--- config.mk ---
export PLATFORM = sky130hd
export DESIGN_NAME = mmio_uart_tx
export DESIGN_NICKNAME = d
export VERILOG_FILES = /design/src/rtl/mmio_uart_tx_pkg.sv /design/src/rtl/mmio_uart_tx_fifo.sv /design/src/rtl/mmio_uart_tx.sv
export SDC_FILE = /design/constraint.sdc
export NUM_CORES = 1
export LEC_CHECK = 0
export ABC_CLOCK_PERIOD_IN_PS = 4100
export CORE_ASPECT_RATIO = 0.9
export CORE_MARGIN = 2
export CORE_UTILIZATION = 54
export CTS_CLUSTER_SIZE = 30
export DETAILED_ROUTE_END_ITERATION = 8
export PLACE_DENSITY = 0.79
export RECOVER_POWER = 25
export SYNTH_ARGS = -nofsm -noshare
export SYNTH_HDL_FRONTEND = slang
export SYNTH_SLANG_ARGS = --single-unit
--- constraint.sdc ---
create_clock -name clk -period 4.1 [get_ports clk]
set_clock_uncertainty 0.05 [all_clocks]
set_input_delay 0.41 -clock clk [delete_from_list [all_inputs] [get_ports clk]]
set_output_delay 0.41 -clock clk [all_outputs]
set_load 0.01 [all_outputs]
--- src/rtl/mmio_uart_tx_pkg.sv ---
// Shared register map, status bit positions and FSM encoding for the
// memory-mapped UART transmitter.
package mmio_uart_tx_pkg;

  localparam logic [31:0] UART_BASE = 32'h0000_1000;

  // Word index within the register window (a[3:2]).
  localparam logic [1:0] UART_TXDATA = 2'd0;
  localparam logic [1:0] UART_STATUS = 2'd1;
  localparam logic [1:0] UART_BAUD   = 2'd2;

  localparam int ST_FULL    = 0;
  localparam int ST_EMPTY   = 1;
  localparam int ST_BUSY    = 2;
  localparam int ST_OVF     = 3;
  localparam int ST_CNT_LSB = 4;

  typedef enum logic [1:0] {
    S_IDLE  = 2'd0,
    S_START = 2'd1,
    S_DATA  = 2'd2,
    S_STOP  = 2'd3
  } tx_state_t;

  // A zero divider would never finish a bit, so it is promoted to 1.
  function automatic logic [15:0] baud_sanitize(input logic [15:0] v);
    return (v == 16'd0) ? 16'd1 : v;
  endfunction

  function automatic logic [3:0] count_sat(input logic [31:0] c);
    return (c > 32'd15) ? 4'hF : c[3:0];
  endfunction

endpackage

--- src/rtl/mmio_uart_tx_fifo.sv ---
// Synchronous FIFO with wrap-bit pointers; head is presented combinationally.
module fifo_sync #(
  parameter int WIDTH = 8,
  parameter int DEPTH = 8,
  localparam int AW = $clog2(DEPTH)
) (
  input  logic             clk,
  input  logic             reset,
  input  logic             push,
  input  logic             pop,
  input  logic [WIDTH-1:0] din,
  output logic [WIDTH-1:0] dout,
  output logic             full,
  output logic             empty,
  output logic [AW:0]      count
);

  localparam logic [AW:0] PTR_ONE = 1;

  logic [WIDTH-1:0] mem [DEPTH];
  logic [AW:0]      wr_ptr;
  logic [AW:0]      rd_ptr;

  always_ff @(posedge clk or posedge reset) begin
    if (reset) begin
      wr_ptr <= '0;
      rd_ptr <= '0;
    end else begin
      if (push) wr_ptr <= wr_ptr + PTR_ONE;
      if (pop)  rd_ptr <= rd_ptr + PTR_ONE;
    end
  end

  always_ff @(posedge clk) begin
    if (push) mem[wr_ptr[AW-1:0]] <= din;
  end

  assign dout  = mem[rd_ptr[AW-1:0]];
  assign empty = (wr_ptr == rd_ptr);
  // Same slot but different lap means the writer is a full buffer ahead.
  assign full  = (wr_ptr[AW] != rd_ptr[AW]) && (wr_ptr[AW-1:0] == rd_ptr[AW-1:0]);
  assign count = wr_ptr - rd_ptr;

endmodule

--- src/rtl/mmio_uart_tx.sv ---
// Memory-mapped 8N1 UART transmitter: TXDATA/STATUS/BAUDDIV registers on the
// data-memory bus, a byte FIFO and a start/data/stop serialiser.
module mmio_uart_tx
  import mmio_uart_tx_pkg::*;
#(
  parameter logic [31:0] BASE_ADDR    = UART_BASE,
  parameter int          FIFO_DEPTH   = 8,
  parameter logic [15:0] CLKS_PER_BIT = 16'd868
) (
  input  logic        clk,
  input  logic        reset,
  input  logic        we,
  input  logic [31:0] a,
  input  logic [31:0] wd,
  output logic [31:0] rd,
  output logic        sel,
  output logic        txd,
  output logic        irq
);

  localparam int CW = $clog2(FIFO_DEPTH) + 1;

  // Bus handshake: a store is a single-cycle strobe (we) with no back-pressure.
  // A TXDATA store is taken when the FIFO is not full; otherwise it is dropped
  // and overflow is latched until software writes STATUS.
  logic [1:0] reg_idx;
  logic       txdata_wr;
  logic       status_wr;
  logic       baud_wr;

  assign reg_idx   = a[3:2];
  assign sel       = (a[31:4] == BASE_ADDR[31:4]) && (reg_idx != 2'b11);
  assign txdata_wr = we && sel && (reg_idx == UART_TXDATA);
  assign status_wr = we && sel && (reg_idx == UART_STATUS);
  assign baud_wr   = we && sel && (reg_idx == UART_BAUD);

  logic unused_bits;
  assign unused_bits = ^{a[1:0], wd[31:16]};

  logic          fifo_push;
  logic          fifo_pop;
  logic [7:0]    fifo_dout;
  logic          fifo_full;
  logic          fifo_empty;
  logic [CW-1:0] fifo_count;
  logic [31:0]   fifo_count_ext;

  assign fifo_push      = txdata_wr && !fifo_full;
  assign fifo_count_ext = 32'(fifo_count);

  fifo_sync #(
    .WIDTH (8),
    .DEPTH (FIFO_DEPTH)
  ) u_fifo (
    .clk   (clk),
    .reset (reset),
    .push  (fifo_push),
    .pop   (fifo_pop),
    .din   (wd[7:0]),
    .dout  (fifo_dout),
    .full  (fifo_full),
    .empty (fifo_empty),
    .count (fifo_count)
  );

  logic        overflow;
  logic [15:0] baud_div;

  always_ff @(posedge clk or posedge reset) begin
    if (reset) begin
      overflow <= 1'b0;
      baud_div <= baud_sanitize(CLKS_PER_BIT);
    end else begin
      if (txdata_wr && fifo_full) overflow <= 1'b1;
      else if (status_wr)         overflow <= 1'b0;
      if (baud_wr) baud_div <= baud_sanitize(wd[15:0]);
    end
  end

  tx_state_t   state_q, state_d;
  logic [15:0] cnt_q, cnt_d;
  logic [15:0] frame_div_q, frame_div_d;
  logic [2:0]  bit_idx_q, bit_idx_d;
  logic [7:0]  shift_q, shift_d;
  logic        txd_q, txd_d;
  logic        irq_q, irq_d;
  logic        bit_done;
  logic        empty_next;

  assign bit_done = (cnt_q == frame_div_q - 16'd1);

  logic [31:0] status;
  always_comb begin
    status                           = '0;
    status[ST_FULL]                  = fifo_full;
    status[ST_EMPTY]                 = fifo_empty;
    status[ST_BUSY]                  = (state_q != S_IDLE);
    status[ST_OVF]                   = overflow;
    status[ST_CNT_LSB+3:ST_CNT_LSB]  = count_sat(fifo_count_ext);
  end

  always_comb begin
    rd = '0;
    if (sel) begin
      case (reg_idx)
        UART_STATUS: rd = status;
        UART_BAUD:   rd = {16'h0000, baud_div};
        default:     rd = '0;
      endcase
    end
  end

  always_ff @(posedge clk or posedge reset) begin
    if (reset) begin
      state_q     <= S_IDLE;
      cnt_q       <= '0;
      frame_div_q <= 16'd1;
      bit_idx_q   <= '0;
      shift_q     <= '0;
      txd_q       <= 1'b1;
      irq_q       <= 1'b1;
    end else begin
      state_q     <= state_d;
      cnt_q       <= cnt_d;
      frame_div_q <= frame_div_d;
      bit_idx_q   <= bit_idx_d;
      shift_q     <= shift_d;
      txd_q       <= txd_d;
      irq_q       <= irq_d;
    end
  end

  always_comb begin
    state_d     = state_q;
    cnt_d       = cnt_q;
    frame_div_d = frame_div_q;
    bit_idx_d   = bit_idx_q;
    shift_d     = shift_q;
    txd_d       = txd_q;
    fifo_pop    = 1'b0;
    unique case (state_q)
      S_IDLE: begin
        if (!fifo_empty) begin
          fifo_pop    = 1'b1;
          shift_d     = fifo_dout;
          frame_div_d = baud_div;
          cnt_d       = '0;
          txd_d       = 1'b0;
          state_d     = S_START;
        end
      end
      S_START: begin
        if (bit_done) begin
          cnt_d     = '0;
          txd_d     = shift_q[0];
          shift_d   = {1'b0, shift_q[7:1]};
          bit_idx_d = '0;
          state_d   = S_DATA;
        end else begin
          cnt_d = cnt_q + 16'd1;
        end
      end
      S_DATA: begin
        if (bit_done) begin
          cnt_d = '0;
          if (bit_idx_q == 3'd7) begin
            txd_d   = 1'b1;
            state_d = S_STOP;
          end else begin
            txd_d     = shift_q[0];
            shift_d   = {1'b0, shift_q[7:1]};
            bit_idx_d = bit_idx_q + 3'd1;
          end
        end else begin
          cnt_d = cnt_q + 16'd1;
        end
      end
      S_STOP: begin
        if (bit_done) begin
          cnt_d = '0;
          // Chain straight into the next start bit so frames stay gapless.
          if (!fifo_empty) begin
            fifo_pop    = 1'b1;
            shift_d     = fifo_dout;
            frame_div_d = baud_div;
            txd_d       = 1'b0;
            state_d     = S_START;
          end else begin
            state_d = S_IDLE;
          end
        end else begin
          cnt_d = cnt_q + 16'd1;
        end
      end
      default: state_d = S_IDLE;
    endcase
    empty_next = (fifo_empty && !fifo_push) ||
                 ((fifo_count_ext == 32'd1) && fifo_pop && !fifo_push);
    irq_d      = (state_d == S_IDLE) && empty_next;
  end

  assign txd = txd_q;
  assign irq = irq_q;

endmodule

==> summary.txt <==
Drt first pass iters: 5
Die X-Extent: 125.3 um
Crit-path slowest cell: or4b_1
Yosys warns: 0
Worst Setup Start Kind: flop
#FFs+latches synth: 136
Gr ovfl total: 0
Sw Ratio: 0.2140
EDFF count, synth: 64
Crit path kind: reg -> reg
CTS tree: yes
Synth Flop Type: edfxtp_1
Clock Sinks: 136
Compound-Gate Fraction of Synth Area: 0.08769
Synth Area in Simple Gates: 0.1402
Critical path endpoint category: flop
CP max stage delay: 590 ps
Critical path arrival: 3960 ps
LEAKAGE: 3.550 nW
R2R cell count: 10
Most frequent cells in the layout: dfrtp_1 (64), edfxtp_1 (64), clkdlybuf4s50_1 (58)
Slew @ Worst Pin: 1822 ps
Fin. Hold Viols: 0
Synth area leaders: edfxtp_1 (27%), dfrtp_1 (22%), mux4_2 (5.0%)
XOR/XNOR Fraction of Synth Area: 0.02818
Setup_tns: 0 ps
Non-Filler Cell Area, Final: 8459 um^2
Synth async-reset ratio: 0.5294
Max Cap Viol: 1
DIE AREA: 14170 um^2
Period utilization: 0.9052
Vias: 4982
Clk slew on worst S/H paths: 60 ps
Placement Cell Area: 7906 um^2
Total core area: 12780 um^2
Avg Synthesized Cell Area: 12.30 um^2
Nets@finish: 738
Later-pin clock latency in the skew report: 410 ps
Post-DR wirelength/cell: 19.30 um
Failing checks: max-capacitance violations, max-slew violations
Final min period: 3711 ps
Routability cong.: 0.8351
Post-Syn Area: 7148 um^2
CTS buffer count: 17
FF+latch area: 3734 um^2
Post-Syn Instances: 581
Setup-failing EPs final: 0
Sequential share of power: 0.487
First-pass GRT wire length: 26430 um
Combinational power share: 0.031
Synth Area in Adders: 0.03431
Max-slew headroom: -0.2160
VDD IR-drop max: 0.0003853 V
Clock Path Buffers: 2
# diodes: 0
Hold path depth: 2
ANT nets after route: 0
CP Max Fanout: 16
Initial antenna violation count: 0
IO Count: 102
Largest net degree at the start of global routing: 49
Cells along the critical path: inv_1 -> ha_1 -> or4b_1 -> nor4_2 -> nor2_1 -> or4_1 -> nor4_4 -> nand2_2 -> a21o_1 -> mux2_4
Root Driver: clkbuf_16
Final Power: 2.936 mW
Share of cells above drive strength 1: 0.1774
Util after Layout: 0.6617
Highest Clock Rate: 269.5 MHz
Synth top area share: 0.2689
Fillers: 920
Post-synthesis mux area share: 0.1362
Clk pwr share: 0.482
Largest family of logic cells by synthesized area: simple AND/OR/NAND/NOR gates
CTS HTree Levels: 4
CTS Hold Bufs: 0
Setup ws final: 388.9 ps
Resized Gates After CTS: 0
Multi-input logic area: 3109 um^2
Leading area contributor after synthesis: edfxtp_1
Final wirelength: 16000 um
RSZ-0062 raised after global routing: false
Placed wire-length estimate: 10910 um
Die Height: 113.2 um
Int Pwr: 2.308 mW
Post-route DRC violation count: 0
Distinct cells, synth: 70
Postcts setup bufs: 0
Pwr Density: 347.1 nW/um^2
Synth-to-layout area growth: 18.34%
Vias in the first global route: 5038
CP required: 4350 ps
Initial Utilization: 0.5591
Port bufs: 67
Hold WC Path Type: reg -> reg
Placement row count: 39
Dpl ws: 404.8 ps
Initial drt markers: 451
Outcome: finished, violations left
Sw Pwr: 628.4 uW
Total GRT Usage: 0.2400
Max-slew violation count: 49
Seq/Total Area, Yosys: 0.5223
Via-per-instance ratio: 6.010
## synthesized netlist by cell type (all sizes together), types with 6 or more instances
cell type  number
dfrtp          64
xnor2          11
nor4           16
inv            18
dfstp           8
ha             18
mux4           16
xor2           12
a31oi          14
nand4           8
nand2          32
mux2           44
nand2b          9
edfxtp         64
clkbuf         14
a21oi          19
and3           20
nand3          14
or4             6
nor2           32
a22oi          10
nor3           14
o21ai          17
mux2i           8
buf            32
## final timing paths
path | from | endpoint | slack (ps)
worst min register to register | txd | txd | 430
max in group asynchronous | reset | baud_div[6] | 1790
worst max register to register | frame_div_q[1] | frame_div_q[8] | 390
min in group asynchronous | reset | cnt_q[3] | 980
worst min-delay path | txd | txd | 430
worst max-delay path | frame_div_q[1] | frame_div_q[8] | 390
## layer usage
metal	global-route usage	wire, um	vias up
met2	0.3819	7737	225
met3	0.06336	1068	17
met5	0	0	-
met1	0.3279	7011	2441
li1	-	-	2299
met4	0.07259	181	0
## critical path, delay by kind of cell, from the launching register on
kind / cells / cell delay [ps]
AO/OA/AOI/OAI: 1 / 490
AND/OR/NAND/NOR: 6 / 1900
flip-flops: 1 / 410
adder cells (fa/ha/maj): 1 / 240
multiplexers: 1 / 410
buffers and inverters: 1 / 70
## cell type report
class	instances	share of cell area
Inverter	18	0.007987
Tap cell	164	0.02426
Clock inverter	14	0.01464
Multi-Input combinational cell	396	0.3675
Sequential cell	136	0.4414
Timing Repair Buffer	83	0.09348
Clock buffer	18	0.05073
## cell families after synthesis
family                   after synthesis
XOR/XNOR                              23
AO/OA/AOI/OAI                         91
adder cells (fa/ha/maj)               19
multiplexers                          68
AND/OR/NAND/NOR                      179
buffers and inverters                 64
other                                  1
flip-flops                           136
## sequential cells by signal, indices dropped and copies added, names as in the netlist
| signal | cells |
|---|---|
| u_fifo.mem | 64 |
| frame_div_q | 16 |
| txd | 1 |
| u_fifo.wr_ptr | 4 |
| irq | 1 |
| overflow | 1 |
| u_fifo.rd_ptr | 4 |
| state_q | 2 |
| shift_q | 8 |
| baud_div | 16 |
| bit_idx_q | 3 |
| cnt_q | 16 |
## stage by stage
stage,hold slack [ps],instances
2_1_floorplan,398.0,596
3_3_place_gp,420.7,797
3_5_place_dp,421.6,797
4_1_cts,429.5,829
5_1_grt,448.3,829
6_report,429.7,829
## power by group through the flow
stage / registers (mW) / logic (mW) / clock network (mW)
final: 1.43 / 0.0905 / 1.41
after global routing: 1.43 / 0.0992 / 1.50
after CTS: 1.43 / 0.0938 / 1.43
after detailed placement: 1.46 / 0.0929 / 0
after global placement: 1.46 / 0.0901 / 0
after floorplan: 1.46 / 0.0363 / 0
No activity file was read; power rests on OpenSTA's default activity.
